[src/rtl/weight_skew_feeder.sv]
// Double-buffered weight tile feeder: buffers ROWS x K_DEPTH tiles column-major and
// streams them to a systolic array with lane r delayed by r steps (zero-filled skew).
module weight_skew_feeder #(
  parameter int ROWS       = 4,
  parameter int K_DEPTH    = 4,
  parameter int DATA_WIDTH = 16
) (
  input  logic                         clk,
  input  logic                         rstn,
  input  logic                         flush,
  input  logic                         in_valid,
  output logic                         in_ready,
  input  logic signed [DATA_WIDTH-1:0] in_data,
  input  logic                         hold,
  output logic                         out_valid,
  input  logic                         out_ready,
  output logic [ROWS*DATA_WIDTH-1:0]   out_data,
  output logic                         out_first,
  output logic                         out_last,
  output logic [1:0]                   tiles_full
);

  localparam int S  = K_DEPTH + ROWS - 1;
  localparam int RW = $clog2(ROWS) + 1;
  localparam int CW = $clog2(K_DEPTH) + 1;
  localparam int SW = $clog2(S) + 1;

  // Handshake: a word moves on in_valid && in_ready, a step moves on out_valid && out_ready;
  // out_* never change while out_valid && !out_ready.
  logic signed [DATA_WIDTH-1:0] mem [2][ROWS][K_DEPTH];

  logic            alive;
  logic            wr_bank;
  logic            rd_bank;
  logic [RW-1:0]   wr_row;
  logic [CW-1:0]   wr_col;
  logic [SW-1:0]   step;
  logic [1:0]      full;
  logic [ROWS*DATA_WIDTH-1:0] step_data;

  logic in_fire;
  logic wr_last;
  logic load;
  logic step_last;

  assign in_ready   = alive && !full[wr_bank] && !flush;
  assign in_fire    = in_valid && in_ready;
  assign wr_last    = (wr_row == RW'(ROWS - 1)) && (wr_col == CW'(K_DEPTH - 1));
  assign load       = (!out_valid || out_ready) && full[rd_bank] && !flush;
  assign step_last  = (step == SW'(S - 1));
  assign tiles_full = full;

  // Lane r at step s carries column s-r; every other lane/step combination is zero.
  always_comb begin
    step_data = '0;
    for (int r = 0; r < ROWS; r++) begin
      for (int c = 0; c < K_DEPTH; c++) begin
        if (step == SW'(r + c)) begin
          step_data[r*DATA_WIDTH +: DATA_WIDTH] = mem[rd_bank][r][c];
        end
      end
    end
  end

  // Storage is deliberately not reset; outputs only ever read completed tiles.
  always_ff @(posedge clk) begin
    if (in_fire) begin
      for (int r = 0; r < ROWS; r++) begin
        for (int c = 0; c < K_DEPTH; c++) begin
          if (wr_row == RW'(r) && wr_col == CW'(c)) begin
            mem[wr_bank][r][c] <= in_data;
          end
        end
      end
    end
  end

  always_ff @(posedge clk or negedge rstn) begin
    if (!rstn) begin
      alive     <= 1'b0;
      wr_bank   <= 1'b0;
      rd_bank   <= 1'b0;
      wr_row    <= '0;
      wr_col    <= '0;
      step      <= '0;
      full      <= 2'b00;
      out_valid <= 1'b0;
      out_data  <= '0;
      out_first <= 1'b0;
      out_last  <= 1'b0;
    end else if (flush) begin
      alive     <= 1'b1;
      wr_bank   <= 1'b0;
      rd_bank   <= 1'b0;
      wr_row    <= '0;
      wr_col    <= '0;
      step      <= '0;
      full      <= 2'b00;
      out_valid <= 1'b0;
      out_data  <= '0;
      out_first <= 1'b0;
      out_last  <= 1'b0;
    end else begin
      alive <= 1'b1;
      if (in_fire) begin
        if (wr_last) begin
          full[wr_bank] <= 1'b1;
          wr_bank       <= ~wr_bank;
          wr_row        <= '0;
          wr_col        <= '0;
        end else if (wr_row == RW'(ROWS - 1)) begin
          wr_row <= '0;
          wr_col <= wr_col + 1'b1;
        end else begin
          wr_row <= wr_row + 1'b1;
        end
      end
      if (load) begin
        out_valid <= 1'b1;
        out_data  <= step_data;
        out_first <= (step == '0);
        out_last  <= step_last;
        if (step_last) begin
          step <= '0;
          // The filling bank is never the full read bank, so both flag updates can land together.
          if (!hold) begin
            full[rd_bank] <= 1'b0;
            rd_bank       <= ~rd_bank;
          end
        end else begin
          step <= step + 1'b1;
        end
      end else if (out_ready) begin
        out_valid <= 1'b0;
      end
    end
  end

endmodule

[config.mk]
export PLATFORM = sky130hd
export DESIGN_NAME = weight_skew_feeder
export DESIGN_NICKNAME = d
export VERILOG_FILES = /design/src/rtl/weight_skew_feeder.sv
export SDC_FILE = /design/constraint.sdc
export NUM_CORES = 1
export LEC_CHECK = 0
export CAP_MARGIN = 10
export CORE_UTILIZATION = 65
export CTS_BUF_LIST = sky130_fd_sc_hd__clkbuf_16
export DETAILED_ROUTE_END_ITERATION = 12
export PLACE_DENSITY = 0.84
export SLEW_MARGIN = 20
export SYNTH_ARGS = -nofsm -noshare
export SYNTH_HDL_FRONTEND = slang
export SYNTH_SLANG_ARGS = --single-unit
[constraint.sdc]
create_clock -name clk -period 3.95 [get_ports clk]
set_input_delay 0.79 -clock clk [delete_from_list [all_inputs] [get_ports clk]]
set_output_delay 0.79 -clock clk [all_outputs]
set_load 0.01 [all_outputs]
# --- Word-level counts from Yosys, hierarchy flattened ---
# Memories as Yosys holds them, arrays and structs flattened.
# Cells that the tools add are included.
totals:
  regBits: 82
  inputBits: 22
  word_cells: 182
  n_memories: 1
  ramBits: 512
  out_inout_bits: 70
op_classes:
  n_reduce_logical: 39
  addsub: 3
  n_eq_ne: 13
  n_mux: 106
  n_bitwise: 5
  n_lt_le_gt_ge: 4
mem_list:
  columns: ["memory", "words", "word_bits", "rd", "rd_clocked_by_memory_dff", "write_ports", "line", "rtl"]
  rows:
  - ["mem", 2, 256, 1, 0, 1, "30", "logic signed [DATA_WIDTH-1:0] mem [2][ROWS][K_DEPTH];"]
op_table:
  columns: ["op", "n"]
  rows:
  - ["$mux 16", 16]
  - ["$mux 64", 2]
  - ["$mux 1", 68]
  - ["$mux 3", 8]
  - ["$logic_and 1x1->1", 23]
  - ["$mux 2", 7]
  - ["$eq 3x2->1 const B", 4]
  - ["$eq 4x3->1 const B", 3]
  - ["$mux 4", 3]
  - ["$eq 4x2->1 const B", 2]
  - ["$reduce_bool 2->1", 4]
  - ["$add 3x1->3 const B", 2]
  - ["$eq 3x1->1 const B", 2]
  - ["$logic_not 3->1", 2]
  - ["$reduce_bool 3->1", 2]
  - ["$add 4x1->4 const B", 1]
  - ["$eq 4x1->1 const B", 1]
  - ["$logic_not 4->1", 1]
  - ["$lt 1x2->1 const B", 2]
  - ["$reduce_and 2->1", 2]
  - ["$logic_not 1->1", 3]
  - ["$reduce_and 3->1", 1]
  - ["$and 2x2->2", 1]
  - ["$demux 1 s1", 2]
  - ["6 further kinds", 8]

# --- Longest topological paths before layout ---
# Gate-level depths: netlist of the first run.
logic_depth:
  ltp_word: 13
  depth_mapped: 8
  mapped_depth_nobuf: 6

# --- Worst setup path before layout of the first run ---
# Ideal clock, no wire load.
synth_path:
  path_type: "in2reg"
  start: "in flush"
  end: "mem mem[1][240] (netlist name) (enable)"
  required_time_ps: 3562
  path_stages: 5
  path_slack_ps: 1348
  arrival_ps: 2214
  n_path_buf: 0
  path_cell_list: "nor2b_1 -> nand3_1 -> nor2_1 -> nand2_1 -> nor2_1"
synth_via:
  elab_chain_len: 5
synth_rtl:
  columns: ["item", "line", "rtl"]
  rows:
  - ["start: declaration", "10", "input logic flush,"]
  - ["$logic_not 1->1", "46", "assign in_ready = alive && !full[wr_bank] && !flush;"]
  - ["$logic_and 1x1->1", "46", null]
  - ["$logic_and 1x1->1", "47", "assign in_fire = in_valid && in_ready;"]
  - ["$mux 1", "67", "if (in_fire) begin"]
  - ["$mux 1 (implied by the code)", "71", "mem[wr_bank][r][c] <= in_data;"]
  - ["end: declaration", "30", null]
# No other way between the ends.

# --- Worst setup path after layout of the first run ---
layout_path:
  start: "reg wr_bank"
  end: "out in_ready"
layout_via:
  elab_chain_len: 5
layout_rtl:
  columns: ["item", "line", "rtl"]
  rows:
  - ["start: declaration", "33", "logic wr_bank;"]
  - ["start signal: assignment", "108", "wr_bank <= ~wr_bank;"]
  - ["$mux 1 (implied by the code) (2 in series)", "46", null]
  - ["$logic_not 1->1", "46", null]
  - ["$logic_and 1x1->1 (2 in series)", "46", null]
  - ["end: declaration", "12", "output logic in_ready,"]
# No other way between the ends. The select of a mux whose other input is x is not followed.

==> results of run 1 <==
[metrics by stage]
step / total power, µW / hold WS [ns] / setup WS (ns)
2_1_floorplan: 6990 / 0.494 / 1.35
3_3_place_gp: 7140 / 0.476 / 0.778
3_5_place_dp: 7150 / 0.483 / 0.768
4_1_cts: 12100 / 0.306 / 0.761
5_1_grt: 12300 / 0.342 / 0.696
6_report: 12000 / 0.293 / 0.689
[logic make-up after synthesis]
group	share of synthesized area, %
flops	75.7
mux	11.5
compound gates	7.96
simple gates	2.24
buf+inv	2.01
fa+ha+maj	0.435
xor+xnor	0.114
other cells	0.0163
[sequential cells by signal (all words and copies together), names as in the netlist]
| name | flops |
|---|---|
| out_valid | 1 |
| tiles_full | 2 |
| rd_bank | 1 |
| alive | 1 |
| out_last | 1 |
| step | 4 |
| wr_row | 3 |
| mem | 512 |
| out_first | 1 |
| wr_bank | 1 |
| out_data | 64 |
| wr_col | 3 |
[cell type report]
class / count / share of cell area [%]
flip-flops and latches: 594 / 66.2
multi-input cells: 632 / 19.5
repair buffers: 158 / 5.46
clock buffers: 57 / 5.42
well taps: 455 / 2.16
clock inverters: 45 / 1.07
inverters: 9 / 0.128
[routing by layer]
layer	vias up	global-route usage (%)	wire, µm
met5	-	0	0
met4	0	8.77	1190
met3	88	4.46	4310
met2	686	47.9	25900
met1	6403	39.7	20100
li1	5502	-	-
[power by group]
| part | total (µW) | switching, µW | internal (µW) |
|---|---|---|---|
| Clock | 5010 | 2160 | 2850 |
| Sequential | 6820 | 2.49 | 6820 |
| Combinational | 201 | 160 | 40.6 |
[cells in the final DEF, fill, tap and decap left out, types with 3 or more instances in the layout]
cell type / Yosys / routed
mux2_1: 4 / 4
a22o_1: 44 / 44
inv_1: 9 / 29
nor2_1: 47 / 47
nand3_1: 10 / 10
clkbuf_16: 0 / 57
nor3_1: 6 / 6
mux2i_1: 213 / 213
a21oi_1: 98 / 98
and2_1: 4 / 3
mux2_2: 41 / 41
ha_1: 8 / 8
nor2b_1: 5 / 5
a32o_1: 16 / 16
clkdlybuf4s50_1: 0 / 90
clkinv_2: 0 / 7
o21ai_0: 3 / 3
dfrtp_1: 82 / 81
buf_4: 12 / 66
o221ai_1: 45 / 45
nand2_1: 18 / 18
bufinv_16: 0 / 4
clkinv_1: 0 / 14
o21ai_1: 3 / 3
a22oi_1: 33 / 33
edfxtp_1: 512 / 512
[how the worst max path moves through the flow]
stage / endpoint / cells past startpoint
floorplan: mem[1][240] / 5
global placement: in_ready / 4
finish: in_ready / 3
detailed placement: out_data[45] / 6
global route: in_ready / 3
CTS: in_ready / 3
==> results.toml, run 1 <==
[timing]
slew_viol_final = 0
worst_clock_skew_ns = 0.0237
fin_crit_ns = 3.26
rsz0062_at_grt = "false"
finalHoldViolations = 0
max_clock_freq_mhz = 307
setup_viol = 0
period_share_pct = 82.6
worst_slew_pin_slew_ns = 1.17
finalSetupTns_ns = 0
slew_headroom_pct = 22.1

[placed_design]
place_congestion = 0.854
dpl-instance-area_um2 = 24600
dpl.cell_count = 1848
port_buffers = 91
place_hpwl_mm = 28.3

[cells_and_area]
fillers = 1905
antenna_cells = 0
final_cells = 1950
postLayoutCellArea_um2 = 26300
multi_input_area_um2 = 5140
fin_util_pct = 75.8
syn_to_final_growth_pct = 14.3
seqCellArea_um2 = 17400
drive_above_1_share_pct = 12.6
final_nets = 1479

[global_route]
grt_pass1_vias = 12800
grt_pass1_wl_mm = 76.3
grtUsageTotal_pct = 28.8
grt_max_degree = 146
antenna_found_initial = 0
gr-total-overflow = 0

[power_and_ir_drop]
leakage_uw = 0.00859
power_density_nw_per_um2 = 457
peakVddDrop_mv = 0.455

[yosys]
synth-warning-count = 0
avgSynthCellArea_um2 = 17.5
yosys.area.top_type_share_pct = 66.8
synth_seq_area_share_pct = 75.7
syn_area_um2 = 23000
synth.distinct_cells = 51
synth_nets = 1346
synth_common_cells = "edfxtp_1, mux2i_1, a21oi_1, dfrtp_1, buf_2"
synth_flop_cell = "edfxtp_1"
synthArstFlopShare_pct = 13.8
synth_top_cell_by_area = "edfxtp_1"
synth-seq-cells = 594
syn_inst = 1316
synth_area_leaders = "edfxtp_1, mux2i_1, dfrtp_1"
synth_most_common_cell = "edfxtp_1"
synth_edf_count = 512

[floorplanning]
core_area_um2 = 34700
fp.dieW_um = 190
start_util_pct = 66.3
die-height_um = 190
rows = 68
io_pins = 92
die_area_um2 = 36200

[setup_path]
crit_path_end_kind = "primary output"
r2r_end = "out_data[31]"
max_stage_delay_ns = 0.58
cp_num_buf_inv = 1
r2r_cells = 5
cp_slowest_cell = "clkdlybuf4s50_1"
cp-start-kind = "register"
path_max_fanout = 7
cp.required_ns = 3.16
timing.critical_path.from = "wr_bank"
critical_path.top_delay_family = "buffers and inverters"
critPathKind = "register to primary output"
crit_arrival_ns = 2.47
regToRegSetupSlack_ns = 1.13
r2r_start = "rd_bank"
path_cells = "mux2i_1 > and2_1 > clkdlybuf4s50_1"

[clocking]
ctsHoldBuffers = 0
cts.sinks = 594
clk_pin_slew_ns = 0.06
root_buffer = "clkbuf_16"
htreeDepth = 2
worst_skew_pair.late_latency_ns = 0.58
cts_tree = "built"
post_cts_resize_count = 0
cts_setup_buffers = 0
cts_buffers = 54
cts_buffer_depth = 3

[job]
drv_cap = 0

[drt]
drt_iter0_markers = 1425
vias = 12700
wl_per_cell_um = 26.4
via_per_inst = 6.50
ant_nets = 0
drc = 0
first_pass_iters = 5
routed_wl_mm = 51.4

[worst_hold_path]
min_path_type = "input port to async pin"

[run_status]
status = "finished clean"
(Power assumes the default switching activity.)
==> run 2: changes to the inputs <==
--- a/config.mk
+++ b/config.mk
@@ -6,10 +6,10 @@
 export NUM_CORES = 1
 export LEC_CHECK = 0
 export CAP_MARGIN = 10
-export CORE_UTILIZATION = 65
+export CORE_UTILIZATION = 60
 export CTS_BUF_LIST = sky130_fd_sc_hd__clkbuf_16
 export DETAILED_ROUTE_END_ITERATION = 12
-export PLACE_DENSITY = 0.84
+export PLACE_DENSITY = 0.79
 export SLEW_MARGIN = 20
 export SYNTH_ARGS = -nofsm -noshare
 export SYNTH_HDL_FRONTEND = slang
==> constraint.sdc (replaced) <==
create_clock -name clk -period 3.37 [get_ports clk]
set_input_delay 0.674 -clock clk [delete_from_list [all_inputs] [get_ports clk]]
set_output_delay 0.674 -clock clk [all_outputs]
set_load 0.01 [all_outputs]
==> run 2 against run 1 <==
Effect of this change:
- clock power up 34%
- sequential power rose by 17%
- first-iteration DRC count down 29%
- routed wire length is 0.42% higher
- sequential share of layout area is 1.0 points lower
- final cell count up 3.5%
- power grew 24%
- global-route usage decreased by 1.6 points
- largest cell class unchanged
==> results.toml, run 2 (synthesis results as in run 1) <==
[setup_path]
cp.required_ns = 2.70
crit_path_end_kind = "primary output"
path_cells = "mux2i_1 > and2_1 > clkdlybuf4s50_1"
crit_arrival_ns = 2.32
r2r_end = "mem[1][222]"
path_max_fanout = 7
r2r_cells = 6
r2r_start = "wr_bank"
regToRegSetupSlack_ns = 0.80
max_stage_delay_ns = 0.58
cp_slowest_cell = "clkdlybuf4s50_1"
critPathKind = "register to primary output"
cp-start-kind = "register"

[worst_hold_path]
min_path_type = "input port to async pin"

[placed_design]
dp_slack_ns = 0.300
place_hpwl_mm = 29.3
port_buffers = 91
place_congestion = 0.825
dpl.cell_count = 1912

[cells_and_area]
top_register = "mem"
final_nets = 1489
seqCellArea_um2 = 17400
drive_above_1_share_pct = 13.9
antenna_cells = 0
syn_to_final_growth_pct = 16.2
largest_reg_flops = 512
multi_input_area_um2 = 5140
reg_top3 = "mem: 512 flops, out_data: 64 flops, step: 4 flops"
final_cell_mix = "edfxtp_1, mux2i_1, a21oi_1"
final_common_cell = "edfxtp_1"
fillers = 2356
final_cells = 2018

[drt]
wl_met3_mm = 4.02
via_per_inst = 6.27
wl_per_cell_um = 25.6
vias = 12700
top_layer = "met4"
routed_wl_mm = 51.6
ant_nets = 0
met2WireLength_mm = 25.1
drc = 0
wl_met1_mm = 20.8
first_pass_iters = 5
drt_iter0_markers = 1016

[clocking]
cts_buffers = 56
ctsHoldBuffers = 0
cts.sinks = 594
htreeDepth = 2
post_cts_resize_count = 0
worst_skew_pair.late_latency_ns = 0.61
cts_setup_buffers = 0
clk_pin_slew_ns = 0.06
cts_tree = "built"
cts_buffer_depth = 3
root_buffer = "clkbuf_16"

[timing]
period_share_pct = 88.9
slew_headroom_pct = 36.4
fin_crit_ns = 3.00
worst_clock_skew_ns = 0.0176
worst_slew_pin_slew_ns = 0.954
finalHoldViolations = 0
rsz0062_at_grt = "false"
slew_viol_final = 0
setup_viol = 0
finalSetupTns_ns = 0
fin_ws_ns = 0.375
max_clock_freq_mhz = 334

[floorplanning]
io_pins = 92
core_area_um2 = 37700
start_util_pct = 61.1
fp.dieW_um = 198
rows = 71
die_area_um2 = 39200
die-height_um = 198

[power_and_ir_drop]
power_density_nw_per_um2 = 560
leakage_uw = 0.00874
p_total_uw = 15000
peakVddDrop_mv = 0.424

[job]
drv_cap = 0

[global_route]
grt_max_degree = 87
gr-total-overflow = 0
grtUsageTotal_pct = 27.2
grt_pass1_vias = 12800
antenna_found_initial = 1
grt_pass1_wl_mm = 77.4

[run_status]
status = "finished clean"
run 2: changes by cell type in the layout (fill, tap and decap cells not counted):
cell,delta
buf_12,+1
buf_4,+7
bufinv_16,+9
clkinv_1,-1
clkinv_2,-2
clkinv_4,+1
clkinvlp_4,+1
inv_1,-7
inv_6,+2
inv_8,+1
run 2: how the worst max path moves through the flow:
stage | from | to | slack [ns] | cells past startpoint
after floorplan | flush | mem[1][240] | 0.88 | 5
after detailed placement | flush | mem[0][132] | 0.30 | 7
after global routing | wr_bank | in_ready | 0.29 | 3
final | wr_bank | in_ready | 0.37 | 3
after CTS | wr_bank | in_ready | 0.39 | 3
after global placement | flush | mem[1][231] | 0.35 | 7
run 2: final cells by class:
type / count / area share [%]
inverter: 9 / 0.126
clock buffer: 57 / 5.33
clock inverter: 49 / 2.09
multi-input combinational: 632 / 19.2
tap: 511 / 2.39
sequential: 594 / 65.2
timing repair buffer: 166 / 5.64
run 2: layer usage:
| metal | vias to the layer above | track usage [%] |
|---|---|---|
| li1 | 5526 | - |
| met1 | 6404 | 37.0 |
| met2 | 627 | 44.0 |
| met3 | 102 | 4.38 |
| met4 | 0 | 11.6 |
| met5 | - | 0 |
run 2: worst max-delay path, delay by kind of cell, from the launching register on:
family	cells	cell delay (ns)
buffers and inverters	1	0.58
flip-flops	1	0.49
multiplexers	1	0.37
AND/OR/NAND/NOR	1	0.29
run 2: where the power goes:
group | internal [µW] | total, µW | switching (µW) | leakage [µW]
Combinational | 47.9 | 237 | 189 | 0.00198
Clock | 4060 | 6730 | 2660 | 0.00101
Sequential | 8000 | 8000 | 3.32 | 0.00574
Total | 12100 | 15000 | 2860 | 0.00874
run 2: through the flow:
step	hold slack [ns]	utilization (%)	area, µm²
final	0.208	71.0	26700
after global routing	0.281	71.0	26700
after CTS	0.231	71.0	26700
after detailed placement	0.482	65.7	24800
after global placement	0.476	65.7	24800
after floorplan	0.378	-	23000
